### src/rtl/noekeon_pkg.sv
// Shared types and the Noekeon primitive transforms (Theta, Pi1, Pi2, Gamma) plus
// the round-constant steppers used by the iterative core.
package noekeon_pkg;

  typedef enum logic [2:0] {IDLE, KEYPREP, ROUND, FINAL, DONE} state_t;
  typedef logic [127:0] block_t;

  localparam logic [7:0] RC_POLY = 8'h1B;

  function automatic logic [31:0] rotl(input logic [31:0] x, input int n);
    return (x << n) | (x >> (32 - n));
  endfunction

  function automatic logic [31:0] rotr(input logic [31:0] x, input int n);
    return rotl(x, 32 - n);
  endfunction

  // Word 0 is the most significant word of the 128-bit block.
  function automatic block_t theta(input block_t k, input block_t s);
    logic [31:0] a0, a1, a2, a3, t;
    {a0, a1, a2, a3} = s;
    t  = a0 ^ a2;
    t  = t ^ rotl(t, 8) ^ rotl(t, 24);
    a1 = a1 ^ t;
    a3 = a3 ^ t;
    a0 = a0 ^ k[127:96];
    a1 = a1 ^ k[95:64];
    a2 = a2 ^ k[63:32];
    a3 = a3 ^ k[31:0];
    t  = a1 ^ a3;
    t  = t ^ rotl(t, 8) ^ rotl(t, 24);
    a0 = a0 ^ t;
    a2 = a2 ^ t;
    return {a0, a1, a2, a3};
  endfunction

  function automatic block_t pi1(input block_t s);
    return {s[127:96], rotl(s[95:64], 1), rotl(s[63:32], 5), rotl(s[31:0], 2)};
  endfunction

  function automatic block_t pi2(input block_t s);
    return {s[127:96], rotr(s[95:64], 1), rotr(s[63:32], 5), rotr(s[31:0], 2)};
  endfunction

  function automatic block_t gamma(input block_t s);
    logic [31:0] a0, a1, a2, a3, t;
    {a0, a1, a2, a3} = s;
    a1 = a1 ^ (~a3 & ~a2);
    a0 = a0 ^ (a2 & a1);
    t  = a3;
    a3 = a0;
    a0 = t;
    a2 = a2 ^ a0 ^ a1 ^ a3;
    a1 = a1 ^ (~a3 & ~a2);
    a0 = a0 ^ (a2 & a1);
    return {a0, a1, a2, a3};
  endfunction

  function automatic logic [7:0] rc_fwd(input logic [7:0] rc);
    return {rc[6:0], 1'b0} ^ (rc[7] ? RC_POLY : 8'h00);
  endfunction

  function automatic logic [7:0] rc_bwd(input logic [7:0] rc);
    return rc[0] ? ({1'b0, rc[7:1] ^ 7'h0D} | 8'h80) : {1'b0, rc[7:1]};
  endfunction

  function automatic logic [7:0] rc_at(input logic [7:0] init, input int n);
    logic [7:0] r;
    r = init;
    for (int i = 0; i < n; i++) r = rc_fwd(r);
    return r;
  endfunction

endpackage

### src/rtl/noekeon_round_unit.sv
// One combinational Noekeon round; LAST=1 gives the closing transform (no Pi/Gamma).
module noekeon_round_unit import noekeon_pkg::*; #(
  parameter bit LAST = 1'b0
) (
  input  block_t     state_in,
  input  block_t     key,
  input  logic [7:0] c1,
  input  logic [7:0] c2,
  output block_t     state_out
);

  block_t mixed;

  always_comb begin
    mixed = state_in ^ {24'h0, c1, 96'h0};
    mixed = theta(key, mixed);
    mixed = mixed ^ {24'h0, c2, 96'h0};
  end

  if (LAST) begin : g_last
    assign state_out = mixed;
  end else begin : g_full
    assign state_out = pi2(gamma(pi1(mixed)));
  end

endmodule

### src/rtl/noekeon_iter_core.sv
// Iterative Noekeon-128 engine: UNROLL rounds per clock around a state register,
// with a bidirectional round-constant generator and valid/ready on both sides.
module noekeon_iter_core import noekeon_pkg::*; #(
  parameter int         ROUNDS  = 16,
  parameter int         UNROLL  = 1,
  parameter logic [7:0] RC_INIT = 8'h80
) (
  input  logic         inClk,
  input  logic         inRst,
  input  logic         inValid,
  output logic         outReady,
  input  logic         inDecrypt,
  input  logic [127:0] inDataKey,
  input  logic [127:0] inDataState,
  output logic         outValid,
  input  logic         inReady,
  output logic [127:0] outDataState,
  output logic         outBusy
);

  localparam int         CW     = $clog2(ROUNDS + 1);
  localparam logic [7:0] RC_DEC = rc_at(RC_INIT, ROUNDS);

  state_t        fsm;
  block_t        state_q, key_q, result_q, final_out;
  logic [CW-1:0] cnt_q;
  logic [7:0]    rc_q, fin_c1, fin_c2;
  logic          decrypt_q, valid_q;

  // Each stage consumes the previous stage's state and constant, so one clock covers UNROLL rounds.
  for (genvar i = 0; i < UNROLL; i++) begin : g_round
    block_t     s_in, s_out;
    logic [7:0] rc_in, rc_out, c1, c2;
    if (i == 0) begin : g_first
      assign s_in  = state_q;
      assign rc_in = rc_q;
    end else begin : g_next
      assign s_in  = g_round[i-1].s_out;
      assign rc_in = g_round[i-1].rc_out;
    end
    assign c1     = decrypt_q ? 8'h00 : rc_in;
    assign c2     = decrypt_q ? rc_in : 8'h00;
    assign rc_out = decrypt_q ? rc_bwd(rc_in) : rc_fwd(rc_in);
    noekeon_round_unit #(.LAST(1'b0)) u_round (
      .state_in(s_in), .key(key_q), .c1(c1), .c2(c2), .state_out(s_out)
    );
  end

  assign fin_c1 = decrypt_q ? 8'h00 : rc_q;
  assign fin_c2 = decrypt_q ? rc_q : 8'h00;

  noekeon_round_unit #(.LAST(1'b1)) u_final (
    .state_in(state_q), .key(key_q), .c1(fin_c1), .c2(fin_c2), .state_out(final_out)
  );

  always_ff @(posedge inClk) begin
    if (inRst) begin
      fsm       <= IDLE;
      state_q   <= '0;
      key_q     <= '0;
      result_q  <= '0;
      cnt_q     <= '0;
      rc_q      <= '0;
      decrypt_q <= 1'b0;
      valid_q   <= 1'b0;
    end else begin
      case (fsm)
        IDLE: if (inValid) begin
          state_q   <= inDataState;
          key_q     <= inDataKey;
          decrypt_q <= inDecrypt;
          cnt_q     <= '0;
          rc_q      <= inDecrypt ? RC_DEC : RC_INIT;
          fsm       <= inDecrypt ? KEYPREP : ROUND;
        end
        KEYPREP: begin
          key_q <= theta('0, key_q);
          fsm   <= ROUND;
        end
        ROUND: begin
          state_q <= g_round[UNROLL-1].s_out;
          rc_q    <= g_round[UNROLL-1].rc_out;
          cnt_q   <= cnt_q + CW'(UNROLL);
          if (cnt_q + CW'(UNROLL) == CW'(ROUNDS)) fsm <= FINAL;
        end
        FINAL: begin
          result_q <= final_out;
          valid_q  <= 1'b1;
          fsm      <= DONE;
        end
        DONE: if (inReady) begin
          valid_q <= 1'b0;
          fsm     <= IDLE;
        end
        default: fsm <= IDLE;
      endcase
    end
  end

  assign outReady     = (fsm == IDLE);
  assign outBusy      = (fsm != IDLE);
  assign outValid     = valid_q;
  assign outDataState = result_q;

endmodule

### config.mk
export PLATFORM = sky130hd
export DESIGN_NAME = noekeon_iter_core
export DESIGN_NICKNAME = d
export VERILOG_FILES = /design/src/rtl/noekeon_pkg.sv /design/src/rtl/noekeon_round_unit.sv /design/src/rtl/noekeon_iter_core.sv
export SDC_FILE = /design/constraint.sdc
export NUM_CORES = 1
export LEC_CHECK = 0
export ABC_CLOCK_PERIOD_IN_PS = 3680
export CAP_MARGIN = 30
export CORE_ASPECT_RATIO = 1.1
export CORE_MARGIN = 5
export CORE_UTILIZATION = 40
export DETAILED_ROUTE_END_ITERATION = 6
export MAX_ROUTING_LAYER = met4
export PLACE_DENSITY_LB_ADDON = 0.12
export SLEW_MARGIN = 15
export SYNTH_ARGS = -nofsm -noshare
export SYNTH_HDL_FRONTEND = slang
export SYNTH_HIERARCHICAL = 1
export SYNTH_SLANG_ARGS = --single-unit
### constraint.sdc
create_clock -name inClk -period 3.68 [get_ports inClk]
set_input_delay 0.736 -clock inClk [delete_from_list [all_inputs] [get_ports inClk]]
set_output_delay 0.736 -clock inClk [all_outputs]
set_load 0.03 [all_outputs]
==> run summary <==
Outcome: completed
Largest stage delay on the critical path: 0.42 ns
Primary FF master, synth: dfxtp_1
Crit-path max FO: 12
Port Buffers: 391
Initial Util: 40.4%
Initial antenna violation count: 0
GRT Overall Usage: 32.7%
Worst setup EP type: flip-flop
Worst hold-check path type: reg -> reg
GRT overflow: 0
Die width: 282 um
Most frequent cells in the layout: xnor2_1 (676), dfxtp_1 (399), buf_4 (395)
Clock Tree Buf Depth: 3
Library cells used by synthesis: 48
Pin count of the biggest net entering global routing: 137
Global placement routability congestion: 1.01
Clock transition at path regs: 0.07 ns
CP arrival: 4.11 ns
Routed WL per cell: 27.4 um
Core Area: 80600 sq um
Area delta synth->final: 30.7%
Clock Root Buffer: clkbuf_16
Iteration-0 DRC count of the detailed router: 2887
Drt drc: 0
Sequential area share after synthesis: 24.7%
CTS tree: done
Site Rows: 109
Max-slew headroom: 37.1%
Max_cap viols: 0
DP HPWL: 121 mm
Slew Limit Fails: 0
CTS buffer count: 51
Via density: 5.28
Worst-skew pair later-pin latency: 0.63 ns
Skew final: 0.0355 ns
NumNets Final: 4455
Tcrit/Tclk final: 97.4%
DRT antenna net count: 0
Critical path class: reg -> reg
Fraction of layout instances using a drive strength above 1: 16.7%
Worst slew pin tran: 0.936 ns
Sum Neg Setup Slack: 0 ns
Vias in the first global route: 26300
Commonest non-fill, non-tap cell in the layout: xnor2_1
Syn. warnings: 6
# diodes: 0
Syn Inst Count: 3484
Setup Viol. Count Final: 0
IO Pins: 392
DR pass1 iterations: 6
Top cells by area, synth: dfxtp_1 (25%), xnor2_1 (19%), xnor3_1 (7.3%)
#FFs+latches synth: 402
Syn nets: 3777
Vias: 27700
Final Hold Fails: 0
Mean area per synthesized cell: 9.35 sq um
Final min period: 3.58 ns
H-tree Lvls: 2
Post-synth EDFFs: 0
Cell area after synthesis: 32600 sq um
Die area: 87200 sq um
Synth area leader: dfxtp_1
TritonCTS Sinks: 402
Critical path, cell by cell: buf_12 > nor2b_1 > xnor2_1 > xnor2_2 > xor2_2 > xor2_1 > buf_4 > xor2_1 > ha_1 > xnor3_1 > xnor2_1 > nor2_1 > xnor2_1 > mux2i_1 > a211oi_1
Chip height: 309 um
Max frequency: 279 MHz
Async set or reset register ratio after synthesis: 0%
Final wirelength: 144 mm
CP max-delay cell: xnor3_1
Critical Path RT: 4.21 ns
R2r startpoint: decrypt_q$_SDFFE_PP0P_
Hold path startpoint: outDataState[0]$_SDFFE_PP0P_
Yosys top cell area share: 24.7%
Most used cell, CP: xnor2_1
Crit path launch: decrypt_q$_SDFFE_PP0P_
First-pass GRT wire length: 195 mm
CP Launch Type: flip-flop
RSZ-0062 raised after global routing: yes
==> synth_stat cells, types with 4 or more instances <==
library cell and number:
o21bai_1 130, xnor2_1 695, clkbuf_1 142, nand2b_1 10, buf_2 35, xnor2_2 93
and2_1 12, o21ai_0 7, nor3_1 132, xor3_1 22, xor2_2 48, buf_1 4
xor2_1 261, o22ai_1 15, inv_1 139, nor2b_1 31, a21oi_1 155, nor2_1 225
a211oi_1 259, o21a_1 8, nand2_1 284, xor3_2 6, ha_1 32, a2111o_1 64
xnor3_1 105, mux2i_1 132, dfxtp_1 402
==> critical path, delay by kind of cell, from the launching register on <==
family	cells	cell delay (ns)
XOR/XNOR	8	1.80
AND/OR/NAND/NOR	2	0.37
flip-flops	1	0.34
buffers and inverters	2	0.34
adder cells (fa/ha/maj)	1	0.29
AO/OA/AOI/OAI	1	0.24
multiplexers	1	0.09
==> routing by layer <==
metal	track usage (%)	wire length, um	vias to the layer above
li1	-	-	13100
met1	45.1	63500	13300
met2	50.3	64300	1106
met3	3.46	10200	149
met4	11.1	5830	0
met5	-	0	-
==> sequential cells by signal (all words and copies together) (netlist names) <==
name           cells
outDataState     128
outValid           1
g_round.rc_in      8
cnt_q              5
key_q            128
decrypt_q          1
g_round.s_in     128
fsm                3
==> stage by stage <==
| stage | std cells | setup slack (ns) | instance area (sq um) | hold slack (ns) | utilization [%] |
|---|---|---|---|---|---|
| floorplan | 3484 | 0.223 | 32600 | 0.436 | - |
| global placement | 5160 | 0.0961 | 40500 | 0.442 | 50.2 |
| detailed placement | 5160 | -0.00254 | 40500 | 0.447 | 50.2 |
| CTS | 5254 | 0.0156 | 42300 | 0.455 | 52.5 |
| global route | 5257 | -0.0838 | 42600 | 0.464 | 52.8 |
| finish | 5257 | 0.0967 | 42600 | 0.452 | 52.8 |
==> layout make-up <==
cell class                 count  area [sq um]
multi-input combinational   2762         23500
fill                        7621         38000
inverter                     139           522
clock buffer                  67          1450
clock inverter                27           398
sequential                   402          8050
timing repair buffer         806          7280
tap                         1054          1320
==> logic make-up (layout without fill, tap and decap cells) <==
kind of cell / count (synthesis) / in the layout / synth area share (%)
buffers and inverters: 320 / 1039 / 3.82
XOR/XNOR: 1233 / 1233 / 42.3
AO/OA/AOI/OAI: 657 / 657 / 14.6
flip-flops: 402 / 402 / 24.7
adder cells (fa/ha/maj): 32 / 32 / 1.23
AND/OR/NAND/NOR: 706 / 706 / 9.18
multiplexers: 134 / 134 / 4.13
==> path summary, 6_finish.rpt <==
check,end,slack [ns],cells past startpoint
setup / recovery,g_round[0].s_in[113]$_SDFFE_PP0P_,0.1,15
hold / removal,outDataState[0]$_SDFFE_PP0P_,0.45,2
setup reg to reg,g_round[0].s_in[113]$_SDFFE_PP0P_,0.1,15
hold reg to reg,outDataState[0]$_SDFFE_PP0P_,0.45,2
==> repair_timing <==
item / 4_1_cts / 5_1_grt
gates resized for setup: 1 / 35
setup endpoints to repair: 1 / 38
pin swaps: 0 / 10
hold buffers: 0 / 0
buffers inserted: 0 / 3
Power is left out: the tool's default activity adds up to more than one toggle a clock period on the data nets, which glitch-free logic cannot reach.
